<file path="src/rtl/ysyx_25020037_ifu_fetch.sv">
// Instruction fetch: one AXI4-Lite read per instruction, result held until decode accepts.
// Latency: AR handshake to ifu_valid is 2 cycles minimum; decode backpressure parks the FSM in HOLD.
module ysyx_25020037_ifu_fetch #(
  parameter logic [31:0] RESET_PC = 32'h8000_0000
) (
  input  logic        clk,
  input  logic        rst,
  input  logic        idu_ready,
  output logic        ifu_valid,
  output logic [63:0] fu_to_du_bus,
  output logic        ifu_fault,
  input  logic        exu_dnpc_valid,
  input  logic [31:0] exu_dnpc,
  output logic [31:0] araddr,
  output logic        arvalid,
  input  logic        arready,
  input  logic [31:0] rdata,
  input  logic [1:0]  rresp,
  input  logic        rvalid,
  output logic        rready
);

  typedef enum logic [1:0] {S_REQ, S_WAIT, S_HOLD} state_t;

  state_t      r_state, w_state_nxt;
  logic [31:0] r_pc, w_pc_nxt;
  logic [31:0] r_target, w_target_nxt;
  logic        r_drop, w_drop_nxt;
  logic        r_valid, w_valid_nxt;
  logic [63:0] r_bus, w_bus_nxt;
  logic        r_fault, w_fault_nxt;

  always_ff @(posedge clk) begin
    if (rst) begin
      r_state  <= S_REQ;
      r_pc     <= RESET_PC;
      r_target <= RESET_PC;
      r_drop   <= 1'b0;
      r_valid  <= 1'b0;
      r_bus    <= 64'd0;
      r_fault  <= 1'b0;
    end else begin
      r_state  <= w_state_nxt;
      r_pc     <= w_pc_nxt;
      r_target <= w_target_nxt;
      r_drop   <= w_drop_nxt;
      r_valid  <= w_valid_nxt;
      r_bus    <= w_bus_nxt;
      r_fault  <= w_fault_nxt;
    end
  end

  always_comb begin
    w_state_nxt  = r_state;
    w_pc_nxt     = r_pc;
    w_target_nxt = exu_dnpc_valid ? exu_dnpc : r_target;
    w_drop_nxt   = r_drop;
    w_valid_nxt  = r_valid;
    w_bus_nxt    = r_bus;
    w_fault_nxt  = r_fault;
    case (r_state)
      S_REQ: begin
        // The AR cannot be withdrawn, so a redirect here only marks its data stale.
        if (exu_dnpc_valid) w_drop_nxt = 1'b1;
        if (arready)        w_state_nxt = S_WAIT;
      end
      S_WAIT: begin
        if (exu_dnpc_valid) w_drop_nxt = 1'b1;
        if (rvalid) begin
          if (r_drop || exu_dnpc_valid) begin
            w_state_nxt = S_REQ;
            w_pc_nxt    = w_target_nxt;
            w_drop_nxt  = 1'b0;
          end else begin
            w_state_nxt = S_HOLD;
            w_valid_nxt = 1'b1;
            w_bus_nxt   = {r_pc, rdata};
            w_fault_nxt = |rresp;
          end
        end
      end
      S_HOLD: begin
        // Redirect beats a same-cycle accept: decode discards the instruction itself.
        if (exu_dnpc_valid) begin
          w_state_nxt = S_REQ;
          w_pc_nxt    = exu_dnpc;
          w_valid_nxt = 1'b0;
        end else if (idu_ready) begin
          w_state_nxt = S_REQ;
          w_pc_nxt    = r_pc + 32'd4;
          w_valid_nxt = 1'b0;
        end
      end
      default: w_state_nxt = S_REQ;
    endcase
  end

  assign araddr       = r_pc;
  assign arvalid      = (r_state == S_REQ);
  assign rready       = (r_state == S_WAIT);
  assign ifu_valid    = r_valid;
  assign fu_to_du_bus = r_bus;
  assign ifu_fault    = r_fault;

endmodule

</file>
<file path="config.mk">
export PLATFORM = sky130hd
export DESIGN_NAME = ysyx_25020037_ifu_fetch
export DESIGN_NICKNAME = d
export VERILOG_FILES = /design/src/rtl/ysyx_25020037_ifu_fetch.sv
export SDC_FILE = /design/constraint.sdc
export NUM_CORES = 1
export LEC_CHECK = 0
export ABC_AREA = 1
export CORE_MARGIN = 5
export CORE_UTILIZATION = 45
export DETAILED_ROUTE_END_ITERATION = 8
export GPL_ROUTABILITY_DRIVEN = 0
export MAX_ROUTING_LAYER = met4
export PLACE_DENSITY = 0.81
export SLEW_MARGIN = 20
export SYNTH_ARGS = -nofsm -noshare
export SYNTH_HDL_FRONTEND = slang
export SYNTH_SLANG_ARGS = --single-unit
</file>
<file path="constraint.sdc">
create_clock -name clk -period 3.1 [get_ports clk]
set_input_delay 0.31 -clock clk [delete_from_list [all_inputs] [get_ports clk]]
set_output_delay 0.31 -clock clk [all_outputs]
set_load 0.05 [all_outputs]
</file>
== Word level (Yosys, flattened, before mapping) ==
Cells that the tools add are included.

* Bits in registers: 133
* Output and inout bits: 100
* Word-level logic and storage cells: 46

* Add/subtract/negate cells: 1
* Equality and inequality tests: 7
* Muxes and demuxes: 21
* Bitwise operators: 1
* Reduce and logical (&&, ||, !) cells: 9

{| class="wikitable"
|+ Operators by type and width
! kind !! count
|-
| $mux 32 || 5
|-
| $pmux 32 s2 || 1
|-
| $add 32x3->32 const B || 1
|-
| $mux 2 || 5
|-
| $reduce_and 4->1 || 2
|-
| $mux 1 || 7
|-
| $pmux 2 s3 || 1
|-
| $reduce_and 3->1 || 2
|-
| $ne 2x1->1 const B || 2
|-
| $ne 2x2->1 const B || 2
|-
| $pmux 1 s2 || 2
|-
| $reduce_bool 2->1 || 2
|-
| $ne 3x3->1 const B || 1
|-
| $eq 2x1->1 const B || 1
|-
| $eq 2x2->1 const B || 1
|-
| $logic_not 2->1 || 1
|-
| $reduce_or 2->1 || 1
|-
| $logic_or 1x1->1 || 1
|-
| $not 1->1 || 1
|}

== Logic depth before layout (Yosys ltp) ==
* Depth in word-level cells: 4
* Mapped depth: 11
* Gate-level depth less buffers: 11

== Worst setup path after synthesis ==
Ideal clock, no wire load.

* Path type: reg-to-reg
* Start point: register r_pc[3], in the netlist araddr[3]
* End point: register r_pc[16], in the netlist araddr[16]
* Library setup time: 56 ps
* Arrival: 1,770 ps
* Required time: 3,044 ps
* Path slack: 1,274 ps
* Cell stages (with the launch flop): 11
* Clock period less this slack: 1,826 ps
* Cell sequence: dfxtp_1 > ha_1 > nand2_1 > nor2_2 > nand2_1 > nor2_1 > xor2_1 > nand2_1 > nand3_1 > nand2_1 > inv_1

* Word-level cells in the longest chain between the ends: 4

{| class="wikitable"
|+ RTL lines
! what !! RTL line !! text
|-
| start: declaration || 26 || <nowiki>logic [31:0] r_pc, w_pc_nxt;</nowiki>
|-
| start signal: assignment || 44 || <nowiki>r_pc <= w_pc_nxt;</nowiki>
|-
| $add 32x3->32 || 90 || <nowiki>w_pc_nxt = r_pc + 32'd4;</nowiki>
|-
| $mux 32 || 88 || <nowiki>end else if (idu_ready) begin</nowiki>
|-
| $mux 32 || 84 || <nowiki>if (exu_dnpc_valid) begin</nowiki>
|-
| $pmux 32 s2 || 61 || <nowiki>case (r_state)</nowiki>
|}

No other way between the ends. The select of a mux whose other input is x is not followed.
A chain may end at the register's enable or synchronous reset.

== Worst setup path in the final report ==
* Start point: register r_pc[16], in the netlist araddr[16]
* End point: output araddr[16]

{| class="wikitable"
|+ RTL lines
! what !! RTL line !! text
|-
| end: declaration || 14 || <nowiki>output logic [31:0] araddr,</nowiki>
|}

No word-level cell between the ends.

==> impl_metrics.toml <==
[clocking]
h-tree-depth = 4
cts.sinks = 133
path_clk_slew_ns = 0.05
root_buffer = "clkbuf_16"
postCtsHoldBufs = 0
cts_buffers = 17
cts_tree = "built"
post_cts_buffers = 0
clk_latency_ns = 0.42
cts_resized = 0
cts.path.max_buffers = 2

[worst_setup_path]
cp_num_buf_inv = 1
reg2regPathDepth = 7
worstPathCellList = "clkdlybuf4s50_1"
critical-path-max-stage-delay_ns = 0.88
cp-end-kind = "output pin"
crit_fanout = 6
cp.arrival_ns = 1.86
worstPathRequired_ns = 2.79
critPathLaunchType = "register"
crit_type = "register to output pin"
r2r_start = "r_state[1]"
cpMaxStageDelayCell = "clkdlybuf4s50_1"
reg2reg_to = "araddr[5]"
path_delay_family = "buffers and inverters"
r2r_slack_ns = 1.16

[detailed_routing]
via_per_inst = 5.16
vias = 6228
first_pass_iters = 5
drt_wl_total_mm = 18.2
drc = 0
drt_iter0_drc = 581
ant_nets = 0
wl_per_cell_um = 15.1

[synthesis]
mappedNetlistArea_um2 = 5950
synth.area.mux_share = 0
synth-seq-cells = 133
synthesis.instances = 868
yosys.area_share.adder = 0.00210
ys_types = 31
yosys.area_share.simple = 0.267
yosysWarnings = 0
synthXorXnorAreaFrac = 0.00736
syn_nets = 941
synth_compound_area_frac = 0.190
avgSynthCellArea_um2 = 6.86
synth_top_family_by_area = "simple AND/OR/NAND/NOR gates"
seq_area_frac_synth = 0.447

[timing]
layout_min_cycle_time_ns = 2.17
fin_setup_tns_ns = 0
rsz0062_at_grt = "false"
hold_viol = 0
hold_ws_ns = 0.464
drv_slew = 0
clock_skew_ns = 0.0124
maxSlewHeadroom = 0.431
finalSetupViolations = 0
min_period_over_period = 0.699
fmax_ghz = 0.461
tightest_slew_ns = 0.853

[global_route]
antenna_found_initial = 0
grt_max_degree = 85
grt_usage = 0.234
grt_pass1_wl_mm = 28.9
grt.overflow.total = 0
grt_pass1_vias = 5989

[cells_and_area]
final_common_cell = "nand2_1"
fillCellCount = 1186
design_area_um2 = 8250
final_cell_mix = "182 x nand2_1, 171 x clkdlybuf4s50_1, 166 x nor2_1, 133 x dfxtp_1, 124 x o21ai_0"
areaGrowthSynthToFinish_pct = 38.7
fin_nets = 1091
drive_gt1_frac = 0.0514
antenna_cells = 0

[hold_path]
min_from = "r_target[26]"
worstHoldEndpoint = "r_target[26]"
hp-class = "register to register"
min_path_cells = 2

[floorplan]
die_area_um2 = 15600
io_pins = 172
core-area_um2 = 13100
start_util = 0.455
rows = 42
die_x_um = 125
die_y_um = 125

[placed_design]
dpl.hpwl_mm = 12.7
port-buffer-count = 171
postPlaceCellArea_um2 = 7710

[power_and_ir_drop]
powerDensity_nw_per_um2 = 520
vdd_drop_max_v = 0.000325
leakagePower_nw = 3.41

[run]
cap_violations = 0

[run_status]
status = "complete, no violations"
==> sequential cells by signal, indices dropped and copies added (netlist names) <==
signal	cells
r_state	2
ifu_fault	1
araddr	32
r_target	32
r_drop	1
ifu_valid	1
fu_to_du_bus	64
==> report_power, final <==
group | leakage [nW] | internal (W) | switching, W
registers | 1.08 | 0.00179 | 0.0000604
logic | 2.06 | 0.000233 | 0.000377
clock network | 0.265 | 0.00112 | 0.000718
total | 3.41 | 0.00313 | 0.00116
==> kinds of logic after synthesis <==
logic type | Yosys count
flip-flops | 133
XOR/XNOR | 5
AO/OA/AOI/OAI | 217
buffers and inverters | 115
adder cells (fa/ha/maj) | 1
AND/OR/NAND/NOR | 397
==> layer usage <==
layer	share of wire	routed length (µm)	vias up	global-route usage
met2	0.49	8830	249	0.388
li1	-	-	3100	-
met1	0.41	7510	2831	0.275
met5	0	0	-	-
met4	0.034	618	0	0.102
met3	0.067	1220	48	0.0503
==> metrics by stage <==
step | worst slack (ns) | utilization | total power, W | std cells
4_1_cts | 0.955 | 0.631 | 0.00431 | 1207
3_5_place_dp | 0.858 | 0.590 | 0.00249 | 1175
6_report | 0.933 | 0.631 | 0.00429 | 1207
3_3_place_gp | 0.877 | 0.590 | 0.00248 | 1175
5_1_grt | 0.919 | 0.631 | 0.00444 | 1207
2_1_floorplan | 1.27 | - | 0.00223 | 868
==> how the worst max path moves through the flow <==
stage          slack, ns            from          endpoint  depth (start not counted)
2_1_floorplan       1.27       araddr[3]        araddr[16]                         10
3_3_place_gp        0.88  exu_dnpc_valid         ifu_fault                          7
3_5_place_dp        0.86  exu_dnpc_valid  fu_to_du_bus[44]                          7
4_1_cts             0.95      araddr[16]        araddr[16]                          1
5_1_grt             0.92      araddr[16]        araddr[16]                          1
6_report            0.93      araddr[16]        araddr[16]                          1
==> final cells by class <==
type                    count  area, µm²  area share
clock buffers              23        458      0.0555
clock inverters             9       80.1     0.00970
inverters                  66        248      0.0300
multi-input cells         620       2780       0.337
flip-flops and latches    133       2660       0.323
well taps                 176        220      0.0267
repair buffers            180       1800       0.219
==> Yosys cell counts, drive strengths merged <==
cell type,instances,area share
a211oi,1,0.0013
nand3,29,0.024
clkbuf,21,0.014
and2,1,0.0011
a32o,1,0.0017
a21oi,77,0.065
dfxtp,133,0.45
a31oi,2,0.0021
o21a,5,0.0063
nand3b,4,0.0050
a41oi,2,0.0029
o31ai,2,0.0025
nand2,185,0.12
inv,66,0.042
xor2,5,0.0074
o21ai,125,0.11
nor2,174,0.11
ha,1,0.0021
nand4,4,0.0042
o2111ai,1,0.0015
buf,28,0.030
o21bai,1,0.0013
Power figures use the tool's default switching activity.
